<file path="config.mk">
export PLATFORM = sky130hd
export DESIGN_NAME = setpoint_ctrl
export DESIGN_NICKNAME = d
export VERILOG_FILES = /design/src/rtl/temp_ctrl_pkg.sv /design/src/rtl/setpoint_ctrl.sv
export SDC_FILE = /design/constraint.sdc
export NUM_CORES = 1
export LEC_CHECK = 0
export ABC_CLOCK_PERIOD_IN_PS = 3900
export CAP_MARGIN = 0
export CORE_ASPECT_RATIO = 1.4
export CORE_MARGIN = 2
export CORE_UTILIZATION = 40
export CTS_BUF_LIST = sky130_fd_sc_hd__clkbuf_4 sky130_fd_sc_hd__clkbuf_8
export DETAILED_ROUTE_END_ITERATION = 7
export PLACE_DENSITY = 0.66
export SYNTH_ARGS = -nofsm -noshare
export SYNTH_HDL_FRONTEND = slang
export SYNTH_SLANG_ARGS = --single-unit
</file>
<file path="constraint.sdc">
create_clock -name clk -period 3.9 [get_ports clk]
set_clock_uncertainty 0.15 [all_clocks]
set_input_delay 0.78 -clock clk [delete_from_list [all_inputs] [get_ports clk]]
set_output_delay 0.78 -clock clk [all_outputs]
set_load 0.05 [all_outputs]
</file>
<file path="src/rtl/temp_ctrl_pkg.sv">
// Types and default constants shared by the setpoint, comparator and display stages.
package temp_ctrl_pkg;

  localparam int SP_W       = 8;
  localparam int SP_MIN     = 18;
  localparam int SP_MAX     = 30;
  localparam int SP_DEFAULT = 24;

  typedef enum logic [2:0] {
    IDLE,
    HOLD_UP,
    HOLD_DN,
    RPT_UP,
    RPT_DN,
    BOTH
  } sp_state_e;

endpackage

</file>
<file path="src/rtl/setpoint_ctrl.sv">
// Comfort setpoint from debounced up/down buttons: single step, hold-to-repeat,
// saturating at the rails, and both-button hold to restore the default.
module setpoint_ctrl #(
  parameter int SP_W          = temp_ctrl_pkg::SP_W,
  parameter int SP_MIN        = temp_ctrl_pkg::SP_MIN,
  parameter int SP_MAX        = temp_ctrl_pkg::SP_MAX,
  parameter int SP_DEFAULT    = temp_ctrl_pkg::SP_DEFAULT,
  parameter int STEP          = 1,
  parameter int HOLD_CYCLES   = 50_000_000,
  parameter int REPEAT_CYCLES = 10_000_000
) (
  input  logic            clk,
  input  logic            reset,
  input  logic            btn_up,
  input  logic            btn_down,
  input  logic            lock,
  output logic [SP_W-1:0] setpoint,
  output logic            sp_changed,
  output logic            limit_hit
);
  import temp_ctrl_pkg::*;

  localparam int CNT_MAX = (HOLD_CYCLES > REPEAT_CYCLES) ? HOLD_CYCLES : REPEAT_CYCLES;
  localparam int CNT_W   = $clog2(CNT_MAX);

  localparam logic [CNT_W-1:0] HOLD_LAST  = CNT_W'(HOLD_CYCLES - 1);
  localparam logic [CNT_W-1:0] RPT_LAST   = CNT_W'(REPEAT_CYCLES - 1);
  localparam logic [SP_W:0]    STEP_X     = (SP_W+1)'(STEP);
  localparam logic [SP_W:0]    MAX_X      = (SP_W+1)'(SP_MAX);
  localparam logic [SP_W:0]    MIN_STEP_X = (SP_W+1)'(SP_MIN + STEP);
  localparam logic [SP_W-1:0]  DEF_X      = SP_W'(SP_DEFAULT);

  if (SP_MIN > SP_DEFAULT || SP_DEFAULT > SP_MAX || STEP < 1 ||
      HOLD_CYCLES < 2 || REPEAT_CYCLES < 2) begin : g_param_check
    $error("setpoint_ctrl: invalid parameter set");
  end

  sp_state_e        state_q, state_d;
  logic [CNT_W-1:0] cnt_q, cnt_d;
  logic             done_q, done_d;
  logic [SP_W-1:0]  setpoint_q, setpoint_d;
  logic             sp_changed_q, sp_changed_d;
  logic             limit_hit_q, limit_hit_d;
  logic             up_q, down_q;

  logic             rise_up, rise_down;
  logic             step_up, step_dn, load_def;
  logic [SP_W:0]    sp_ext, sp_plus, sp_minus;

  assign rise_up   = btn_up & ~up_q;
  assign rise_down = btn_down & ~down_q;

  always_comb begin
    state_d  = state_q;
    cnt_d    = cnt_q;
    done_d   = done_q;
    step_up  = 1'b0;
    step_dn  = 1'b0;
    load_def = 1'b0;

    if (lock) begin
      state_d = IDLE;
      cnt_d   = '0;
      done_d  = 1'b0;
    end else begin
      unique case (state_q)
        IDLE: begin
          cnt_d = '0;
          if (rise_up && !btn_down) begin
            step_up = 1'b1;
            state_d = HOLD_UP;
          end else if (rise_down && !btn_up) begin
            step_dn = 1'b1;
            state_d = HOLD_DN;
          end else if (btn_up && btn_down && (rise_up || rise_down)) begin
            done_d  = 1'b0;
            state_d = BOTH;
          end
        end
        HOLD_UP, RPT_UP: begin
          if (!btn_up) begin
            cnt_d   = '0;
            state_d = IDLE;
          end else if (btn_down) begin
            cnt_d   = '0;
            done_d  = 1'b0;
            state_d = BOTH;
          end else if (cnt_q == ((state_q == HOLD_UP) ? HOLD_LAST : RPT_LAST)) begin
            step_up = 1'b1;
            cnt_d   = '0;
            state_d = RPT_UP;
          end else begin
            cnt_d = cnt_q + CNT_W'(1);
          end
        end
        HOLD_DN, RPT_DN: begin
          if (!btn_down) begin
            cnt_d   = '0;
            state_d = IDLE;
          end else if (btn_up) begin
            cnt_d   = '0;
            done_d  = 1'b0;
            state_d = BOTH;
          end else if (cnt_q == ((state_q == HOLD_DN) ? HOLD_LAST : RPT_LAST)) begin
            step_dn = 1'b1;
            cnt_d   = '0;
            state_d = RPT_DN;
          end else begin
            cnt_d = cnt_q + CNT_W'(1);
          end
        end
        BOTH: begin
          // Restore fires once per both-hold; done_q keeps it from re-arming.
          if (!btn_up && !btn_down) begin
            cnt_d   = '0;
            state_d = IDLE;
          end else if (btn_up && btn_down && !done_q) begin
            if (cnt_q == HOLD_LAST) begin
              load_def = 1'b1;
              done_d   = 1'b1;
              cnt_d    = '0;
            end else begin
              cnt_d = cnt_q + CNT_W'(1);
            end
          end
        end
        default: begin
          cnt_d   = '0;
          state_d = IDLE;
        end
      endcase
    end
  end

  assign sp_ext   = {1'b0, setpoint_q};
  assign sp_plus  = sp_ext + STEP_X;
  assign sp_minus = sp_ext - STEP_X;

  always_comb begin
    setpoint_d   = setpoint_q;
    sp_changed_d = 1'b0;
    limit_hit_d  = 1'b0;
    if (step_up) begin
      if (sp_plus <= MAX_X) begin
        setpoint_d   = sp_plus[SP_W-1:0];
        sp_changed_d = 1'b1;
      end else begin
        limit_hit_d = 1'b1;
      end
    end else if (step_dn) begin
      if (sp_ext >= MIN_STEP_X) begin
        setpoint_d   = sp_minus[SP_W-1:0];
        sp_changed_d = 1'b1;
      end else begin
        limit_hit_d = 1'b1;
      end
    end else if (load_def) begin
      setpoint_d   = DEF_X;
      sp_changed_d = (setpoint_q != DEF_X);
    end
  end

  // Edge registers load the live levels in reset so a held button gives no edge.
  always_ff @(posedge clk) begin
    if (reset) begin
      state_q      <= IDLE;
      cnt_q        <= '0;
      done_q       <= 1'b0;
      setpoint_q   <= DEF_X;
      sp_changed_q <= 1'b0;
      limit_hit_q  <= 1'b0;
      up_q         <= btn_up;
      down_q       <= btn_down;
    end else begin
      state_q      <= state_d;
      cnt_q        <= cnt_d;
      done_q       <= done_d;
      setpoint_q   <= setpoint_d;
      sp_changed_q <= sp_changed_d;
      limit_hit_q  <= limit_hit_d;
      up_q         <= btn_up;
      down_q       <= btn_down;
    end
  end

  assign setpoint   = setpoint_q;
  assign sp_changed = sp_changed_q;
  assign limit_hit  = limit_hit_q;

endmodule

</file>
# [Word-level counts from Yosys, hierarchy flattened]
# Cells that the tools add are included.
[classes] n_lt_le_gt_ge=2 bitwise_logic=4 n_eq_ne=26 n_mux=66 reduce_logical=19 add_sub_neg=3
[ops] op="two-way mux 26 bit" n=11
[ops] op="one-hot mux 26 bit (3 select lines)" n=1
[ops] op="equality test 26 bit" n=2
[ops] op="two-way mux 8 bit" n=5
[ops] op="two-way mux 1 bit" n=35
[ops] op="two-way mux 3 bit" n=10
[ops] op="adder 26 x 1 -> 26 bit, second input constant" n=1
[ops] op="equality test 26 bit, second input constant" n=1
[ops] op="inequality test 2 bit, second input constant" n=11
[ops] op="inequality test 4 bit, second input constant" n=3
[ops] op="one-hot mux 3 bit (4 select lines)" n=1
[ops] op="AND reduction 11 bit" n=1
[ops] op="adder 8 x 1 -> 9 bit, second input constant" n=1
[ops] op="<= comparator 9 x 5 -> 1 bit, second input constant" n=1
[ops] op="greater-or-equal comparator 8 x 5 -> 1 bit, second input constant" n=1
[ops] op="inequality test 8 x 5 -> 1 bit, second input constant" n=1
[ops] op="subtractor 8 x 1 -> 8 bit, second input constant" n=1
[ops] op="equality test 3 x 2 -> 1 bit, second input constant" n=2
[ops] op="equality test 3 bit, second input constant" n=2
[ops] op="logical AND 1 bit" n=6
[ops] op="OR reduction 2 bit" n=3
[ops] op="one-hot mux 1 bit (2 select lines)" n=2
[ops] op="one-hot mux 1 bit (4 select lines)" n=1
[ops] op="AND reduction 4 bit" n=1
[ops] op="12 further kinds" n=16
[word_totals] reg_bits=42 wordCells=128 output_inout_bits=10 inputBits=5

# [Depth between registers and ports, before layout]
# Gate-level depths: netlist of run 1.
[logic_depth] word_depth=10 mapped_depth=9 depth_no_buf=8

# [Worst setup path after synthesis of run 1]
# No wires, ideal clock.
[synth_path] path_type="input -> register" startpoint="input port btn_up" endpoint="register setpoint_q[5], in the netlist setpoint[5]" required_time_ps=3616 setup_ps=134 slack_ps=1027 t_arrival_ps=2589 n_path_buf=1 cell_stages=7 cell_sequence="or4_1 > a2111oi_0 > o211ai_1 > o211a_1 > buf_2 > o41ai_1 > a21oi_1"
[synth_between] elab_chain_cells=8 word_cells_on_any_way=27 cone_classes="eq/ne (2); mux (16); bitwise (1); reduce/logical (8)"
[synth_lines] item="from (decl)" line_no="setpoint_ctrl.sv:14" text="input logic btn_up,"
[synth_lines] item="zero test 1 bit or logical AND 1 bit (tied branches)" line_no="setpoint_ctrl.sv:72, setpoint_ctrl.sv:114, setpoint_ctrl.sv:117"
[synth_lines] item="logical AND 1 bit (on tied branches)" line_no="setpoint_ctrl.sv:72, setpoint_ctrl.sv:117"
[synth_lines] item="two-way mux 1 bit (on tied branches)" line_no="setpoint_ctrl.sv:72, setpoint_ctrl.sv:117"
[synth_lines] item="two-way mux 1 bit (on tied branches)" line_no="setpoint_ctrl.sv:69, setpoint_ctrl.sv:114"
[synth_lines] item="one-hot mux 1 bit (2 select lines) or two-way mux 1 bit (tied branches)" line_no="setpoint_ctrl.sv:66" text="unique case (state_q)"
[synth_lines] item="two-way mux 1 bit" line_no="setpoint_ctrl.sv:61" text="if (lock) begin"
[synth_lines] item="inequality test 3 x 2 -> 1 bit (no line) (tied with other cells)"
[synth_lines] item="AND reduction 3 bit (no line) or two-way mux 8 bit (tied branches)"
[synth_lines] item="to (signal assigned)" line_no="setpoint_ctrl.sv:178" text="setpoint_q <= setpoint_d;"
[synth_lines] item="to (decl)" line_no="setpoint_ctrl.sv:41" text="logic [SP_W-1:0] setpoint_q, setpoint_d;"
# Several ways; a longest one is shown, not always the timed one.
# A chain may end at the register's enable or synchronous reset.

# [Worst setup path after layout of run 1]
[layout_path] startpoint="input port btn_down" endpoint="register setpoint_q[5], in the netlist setpoint[5]"
[layout_between] elab_chain_cells=8 word_cells_on_any_way=27 cone_classes="eq/ne (2); mux (16); bitwise (1); reduce/logical (8)"
[layout_lines] item="from (decl)" line_no="setpoint_ctrl.sv:15" text="input logic btn_down,"
[layout_lines] item="AND 1 bit or logical AND 1 bit (tied branches)" line_no="setpoint_ctrl.sv:51, setpoint_ctrl.sv:117"
[layout_lines] item="logical AND 1 bit (on tied branches)" line_no="setpoint_ctrl.sv:72, setpoint_ctrl.sv:117"
[layout_lines] item="two-way mux 1 bit (on tied branches)" line_no="setpoint_ctrl.sv:72, setpoint_ctrl.sv:117"
[layout_lines] item="two-way mux 1 bit (on tied branches)" line_no="setpoint_ctrl.sv:69, setpoint_ctrl.sv:114"
[layout_lines] item="one-hot mux 1 bit (2 select lines) or two-way mux 1 bit (tied branches)" line_no="setpoint_ctrl.sv:66"
[layout_lines] item="two-way mux 1 bit" line_no="setpoint_ctrl.sv:61"
[layout_lines] item="inequality test 3 x 2 -> 1 bit (no line) (tied with other cells)"
[layout_lines] item="AND reduction 3 bit (no line) or two-way mux 8 bit (tied branches)"
# Several ways; a longest one is shown, not always the timed one.

==> impl_metrics.env, run 1 <==
export IMPL_grt_max_degree=35
export IMPL_track_usage=0.1909
export IMPL_status="finished, final reports clean"
export IMPL_r2r_end="setpoint[5]"
export IMPL_slew_headroom=0.6304
export IMPL_cts_resized=0
export IMPL_grt_pass1_wl_um=11630
export IMPL_ys_ff_latch=42
export IMPL_cts_tree="yes"
export IMPL_hold_depth=1
export IMPL_dieWidth_um=74.49
export IMPL_hpwl_um=4948
export IMPL_fin_crit_sh=0.8348
export IMPL_synth_edf_count=0
export IMPL_synth_nets=372
export IMPL_ys_seq_area_frac=0.3022
export IMPL_drt_pass1_iter_count=5
export IMPL_yosys_area_top_type="dfxtp_1"
export IMPL_post_synth_top_count_cell="dfxtp_1"
export IMPL_yosys_cell_types_count=67
export IMPL_critPathLaunchType="input pin"
export IMPL_final_max_slew_violation_count=0
export IMPL_drtIter0Drc=166
export IMPL_critical_path_peak_fanout=16
export IMPL_final_nets=381
export IMPL_worst_slack_ps=644.1
export IMPL_avgSynthCellArea_um2=7.687
export IMPL_yosysTopAreaCellShare=0.3022
export IMPL_die_area_um2=7649
export IMPL_power_uw=924.3
export IMPL_clockRootBuffer="clkbuf_8"
export IMPL_crit_required_ps=3990
export IMPL_fin_tns_setup_ps=0
export IMPL_diodes=0
export IMPL_routedWlPerCell_um=14.73
export IMPL_cts_setup_buffers=0
export IMPL_synth_common_cells="dfxtp_1 (42), nor2_1 (34), nand2_1 (28)"
export IMPL_synth_main_ff_cell="dfxtp_1"
export IMPL_drv_cap=0
export IMPL_clkSinkCount=42
export IMPL_synth_async_reset_ratio=0
export IMPL_r2r_cells=8
export IMPL_r2r_slack_ps=730
export IMPL_r2r_start="cnt_q[0]"
export IMPL_io_pins=15
export IMPL_gp_congestion=0.8799
export IMPL_clk_insertion_delay_late_ps=310
export IMPL_antenna_found_initial=0
export IMPL_cts_max_path_buffers=2
export IMPL_place_ws_ps=374.2
export IMPL_hold_viol=0
export IMPL_h_tree_depth=2
export IMPL_synth_cells=362
export IMPL_rsz0062_at_grt="no"
export IMPL_antenna_left=0
export IMPL_nFillCells=697
export IMPL_powerDensity_nw_per_um2=294.3
export IMPL_vias=2711
export IMPL_grt_pass1_vias=2522
export IMPL_end_kind="flop"
export IMPL_synth_warnings=0
export IMPL_rows=36
export IMPL_arrival_ps=3340
export IMPL_synth_area_leaders="dfxtp_1 (30%), nor2_1 (4.6%), a21oi_1 (4.5%), o21ai_0 (4.1%), nand2_1 (3.8%)"
export IMPL_area_delta_synth_final_pct=12.86
export IMPL_setup_violations=0
export IMPL_peakVddDrop_mv=0.2071
export IMPL_core_area_um2=6847
export IMPL_via_per_inst=5.818
export IMPL_drc=0
export IMPL_worstHoldPathType="reg -> reg"
export IMPL_dieHeight_um=102.7
export IMPL_portBuffers=14
export IMPL_layout_drive_gt1_share=0.08086
export IMPL_post_route_util=0.4587
export IMPL_worst_slew_pin_slew_ps=552.7
export IMPL_grt_ovfl_total=0
export IMPL_cts_hold_buf=0
export IMPL_start_util=0.4064
export IMPL_worstHoldStart="cnt_q[23]"
export IMPL_cts_buffers=5
export IMPL_path_class="in -> reg"
export IMPL_synth_area_um2=2783
export IMPL_max_clock_freq_mhz=307.1
export IMPL_period_minus_slack_ps=3256
export IMPL_wl_um=6863
export IMPL_holdPathEnd="cnt_q[23]"
export IMPL_power_leakage_uw=0.001018
export IMPL_path_clk_slew_ps=70
## through the flow
| stage | instance area, um^2 | cells | hold slack, ps |
|---|---|---|---|
| 2_1_floorplan | 2783 | 362 | 316.1 |
| 3_3_place_gp | 3028 | 459 | 334.2 |
| 3_5_place_dp | 3028 | 459 | 345.2 |
| 4_1_cts | 3141 | 466 | 357.8 |
| 5_1_grt | 3141 | 466 | 368.3 |
| 6_report | 3141 | 466 | 355.7 |
## layout by cell type (no fill, tap or decap), types with 5 or more instances in the layout
master	count
nand3b_1	5
dfxtp_1	42
a21oi_1	25
nand4_1	9
and2_1	6
nand2_1	28
buf_4	9
nor3_1	6
clkbuf_8	6
ha_1	5
and3_1	5
mux2i_1	8
a22o_1	5
o21ai_0	23
nor3b_1	5
clkdlybuf4s50_1	14
nand3_1	21
nor2_1	34
inv_1	20
or2_2	5
## cells by family after synthesis
logic type,count (synthesis),synth area share
buffers and inverters,42,0.06025
XOR/XNOR,8,0.02518
multiplexers,9,0.03282
flip-flops,42,0.3022
AO/OA/AOI/OAI,103,0.2563
AND/OR/NAND/NOR,153,0.3008
adder cells (fa/ha/maj),5,0.02248
## final cells by class
type,instances,area (um^2),share of cell area
clock buffers,6,82.58,0.02629
clock inverters,1,30.03,0.009562
inverters,21,78.83,0.02510
multi-input cells,278,1782,0.5673
flip-flops and latches,42,840.8,0.2677
well taps,95,118.9,0.03785
repair buffers,23,207.7,0.06614
## registers in the layout, summed over array words and instances (netlist names)
register,cells
setpoint,8
up_q,1
sp_changed,1
done_q,1
down_q,1
cnt_q,26
state_q,3
limit_hit,1
## power breakdown
group,internal [uW],leakage (uW),switching (uW)
logic,45.6,0.000621,67.9
clock network,205,0.0000573,155
registers,435,0.000340,15.8
## how the worst max path moves through the flow
stage / start / endpoint / cells past startpoint
after floorplan: btn_up / setpoint[5] / 7
after global routing: btn_down / setpoint[5] / 8
after global placement: btn_down / setpoint[5] / 8
final: btn_down / setpoint[5] / 9
after CTS: btn_down / setpoint[5] / 9
after detailed placement: btn_down / setpoint[5] / 8
## routing by layer
metal / global-route usage / vias to the layer above / share of wire
li1: - / 1356 / -
met1: 0.2281 / 1293 / 0.44
met2: 0.3424 / 54 / 0.51
met3: 0.03421 / 8 / 0.036
met4: 0.05769 / 0 / 0.014
met5: 0 / - / 0
## worst max-delay path: stages
cell and delay (ps):
clkdlybuf4s50_1 490, inv_2 60, or4_1 490, a2111oi_0 310
o211ai_1 210, buf_4 230, o22a_1 190, or4_1 420
a21oi_1 150
Note: power is estimated with default switching activity, not from simulation.
==> inputs of run 2 (changes only) <==
--- a/config.mk
+++ b/config.mk
@@ -5,14 +5,14 @@
 export SDC_FILE = /design/constraint.sdc
 export NUM_CORES = 1
 export LEC_CHECK = 0
-export ABC_CLOCK_PERIOD_IN_PS = 3900
+export ABC_CLOCK_PERIOD_IN_PS = 2820
 export CAP_MARGIN = 0
 export CORE_ASPECT_RATIO = 1.4
 export CORE_MARGIN = 2
 export CORE_UTILIZATION = 40
 export CTS_BUF_LIST = sky130_fd_sc_hd__clkbuf_4 sky130_fd_sc_hd__clkbuf_8
 export DETAILED_ROUTE_END_ITERATION = 7
-export PLACE_DENSITY = 0.66
+export PLACE_DENSITY = 0.68
 export SYNTH_ARGS = -nofsm -noshare
 export SYNTH_HDL_FRONTEND = slang
 export SYNTH_SLANG_ARGS = --single-unit
==> constraint.sdc (replaced) <==
create_clock -name clk -period 2.82 [get_ports clk]
set_clock_uncertainty 0.15 [all_clocks]
set_input_delay 0.564 -clock clk [delete_from_list [all_inputs] [get_ports clk]]
set_output_delay 0.564 -clock clk [all_outputs]
set_load 0.05 [all_outputs]
==> run 2 against run 1 <==
Worst hold slack improved by 20 ps; die area did not move; flip-flop and latch count did not move; worst setup slack got worse by 580 ps; register-to-register slack got worse by 660 ps; clock power rose by 19%; global-route usage rose by 1.0 points; combinational power rose by 73%; power rose by 34%; via count rose by 7.4%; routed wire length rose by 6.9%; critical path type unchanged; largest cell class unchanged; highest routed layer unchanged.
==> impl_metrics.env, run 2 (synthesis gave the netlist of run 1 again) <==
export IMPL_path_class="in -> reg"
export IMPL_hold_viol=0
export IMPL_power_leakage_uw=0.001262
export IMPL_cts_hold_buf=0
export IMPL_portBuffers=14
export IMPL_powerDensity_nw_per_um2=345.5
export IMPL_slew_headroom=0.6571
export IMPL_nFillCells=697
export IMPL_final_max_slew_violation_count=0
export IMPL_cts_buffers=5
export IMPL_antenna_found_initial=0
export IMPL_vias=2912
export IMPL_largest_register="cnt_q"
export IMPL_worst_slew_pin_slew_ps=512.8
export IMPL_wl_um=7334
export IMPL_dieWidth_um=74.49
export IMPL_end_kind="flop"
export IMPL_drc=0
export IMPL_wl_met2_um=3726
export IMPL_layout_drive_gt1_share=0.2286
export IMPL_status="finished, final reports clean"
export IMPL_critPathLaunchType="input pin"
export IMPL_grt_max_degree=20
export IMPL_drt_pass1_iter_count=5
export IMPL_period_minus_slack_ps=2760
export IMPL_dieHeight_um=102.7
export IMPL_final_nets=429
export IMPL_peakVddDrop_mv=0.2499
export IMPL_multi_input_area_um2=1858
export IMPL_setup_violations=0
export IMPL_final_common_cell="buf_4"
export IMPL_die_area_um2=7649
export IMPL_drv_cap=0
export IMPL_track_usage=0.2014
export IMPL_diodes=0
export IMPL_r2r_slack_ps=70
export IMPL_power_uw=1236
export IMPL_final_area_um2=3577
export IMPL_fin_crit_sh=0.9788
export IMPL_grt_pass1_wl_um=12230
export IMPL_via_per_inst=5.654
export IMPL_io_pins=15
export IMPL_wl_met1_um=3223
export IMPL_antenna_left=0
export IMPL_clk_insertion_delay_late_ps=300
export IMPL_hold_slack_ps=375.5
export IMPL_routedWlPerCell_um=14.24
export IMPL_placed_area_um2=3386
export IMPL_dr_wl_met3_um=192
export IMPL_rsz0062_at_grt="yes"
export IMPL_cts_max_path_buffers=2
export IMPL_grt_ovfl_total=0
export IMPL_worstHoldPathType="reg -> reg"
export IMPL_path_clk_slew_ps=90
export IMPL_core_area_um2=6847
export IMPL_largest_reg_flops=26
export IMPL_gp_congestion=0.8976
export IMPL_arrival_ps=2850
export IMPL_grt_pass1_vias=2772
export IMPL_fin_tns_setup_ps=0
export IMPL_final_cell_mix="buf_4 (56), dfxtp_1 (37), nor2_1 (34), nand2_1 (28), a21oi_1 (24)"
export IMPL_regArea_um2=847.1
export IMPL_clkSinkCount=42
export IMPL_clockRootBuffer="clkbuf_8"
export IMPL_drtIter0Drc=188
export IMPL_area_delta_synth_final_pct=28.55
export IMPL_start_util=0.4064
export IMPL_crit_required_ps=2910
export IMPL_top_layer="met4"
export IMPL_max_clock_freq_mhz=362.3
export IMPL_h_tree_depth=2
export IMPL_critical_path_peak_fanout=6
export IMPL_rows=36
export IMPL_cts_tree="yes"
export IMPL_hpwl_um=5361
## run 2: cell count changes in the layout (fill, tap and decap cells not counted), sizes merged
| cell | delta |
|---|---|
| buf | +48 |
| bufinv | -1 |
| clkbuf | +1 |
| clkdlybuf4s50 | -1 |
| clkinv | +1 |
| dlygate4sd2 | +1 |
## run 2: cell type report
| class | count | area share |
|---|---|---|
| clock buffer | 7 | 0.02518 |
| clock inverter | 1 | 0.001399 |
| inverter | 21 | 0.02204 |
| multi-input combinational | 278 | 0.5194 |
| sequential | 42 | 0.2368 |
| tap | 95 | 0.03323 |
| timing repair buffer | 71 | 0.1619 |
## run 2: timing repair
action,4_1_cts,5_1_grt
pin swaps,3,8
setup buffers,0,2
gates resized for setup,9,12
setup endpoints to repair,9,11
## run 2: worst max-delay path, stage by stage
cell and delay [ps]:
clkdlybuf4s50_1 420, or4_4 550, a2111oi_4 190, o211ai_1 160, buf_4 200, buf_4 140
and2_1 170, or3_1 310, a21oi_1 140
## run 2: worst paths after layout
kind,cells after the start,from,endpoint
max,9,btn_up,setpoint[0]
min,2,done_q,done_q
max reg2reg,8,cnt_q[1],setpoint[5]
min reg2reg,2,done_q,done_q
## run 2: stage by stage
stage | util | worst slack, ps | instances
global placement | 0.4945 | -409.9 | 505
detailed placement | 0.4945 | -449.2 | 505
finish | 0.5225 | 59.68 | 515
global route | 0.5225 | -47.66 | 515
floorplan | - | 39.40 | 362
CTS | 0.5141 | 1.299 | 513
## run 2: per-layer routing
layer / GRT usage / vias to the layer above
met5: 0 / -
met4: 0.07555 / 0
met3: 0.02933 / 14
met2: 0.3615 / 59
met1: 0.2383 / 1385
li1: - / 1454
## run 2: power by group
| part | internal [uW] | switching, uW |
|---|---|---|
| clock | 208 | 219 |
| combinational | 84.8 | 110 |
| sequential | 602 | 12.5 |
| total | 894 | 342 |
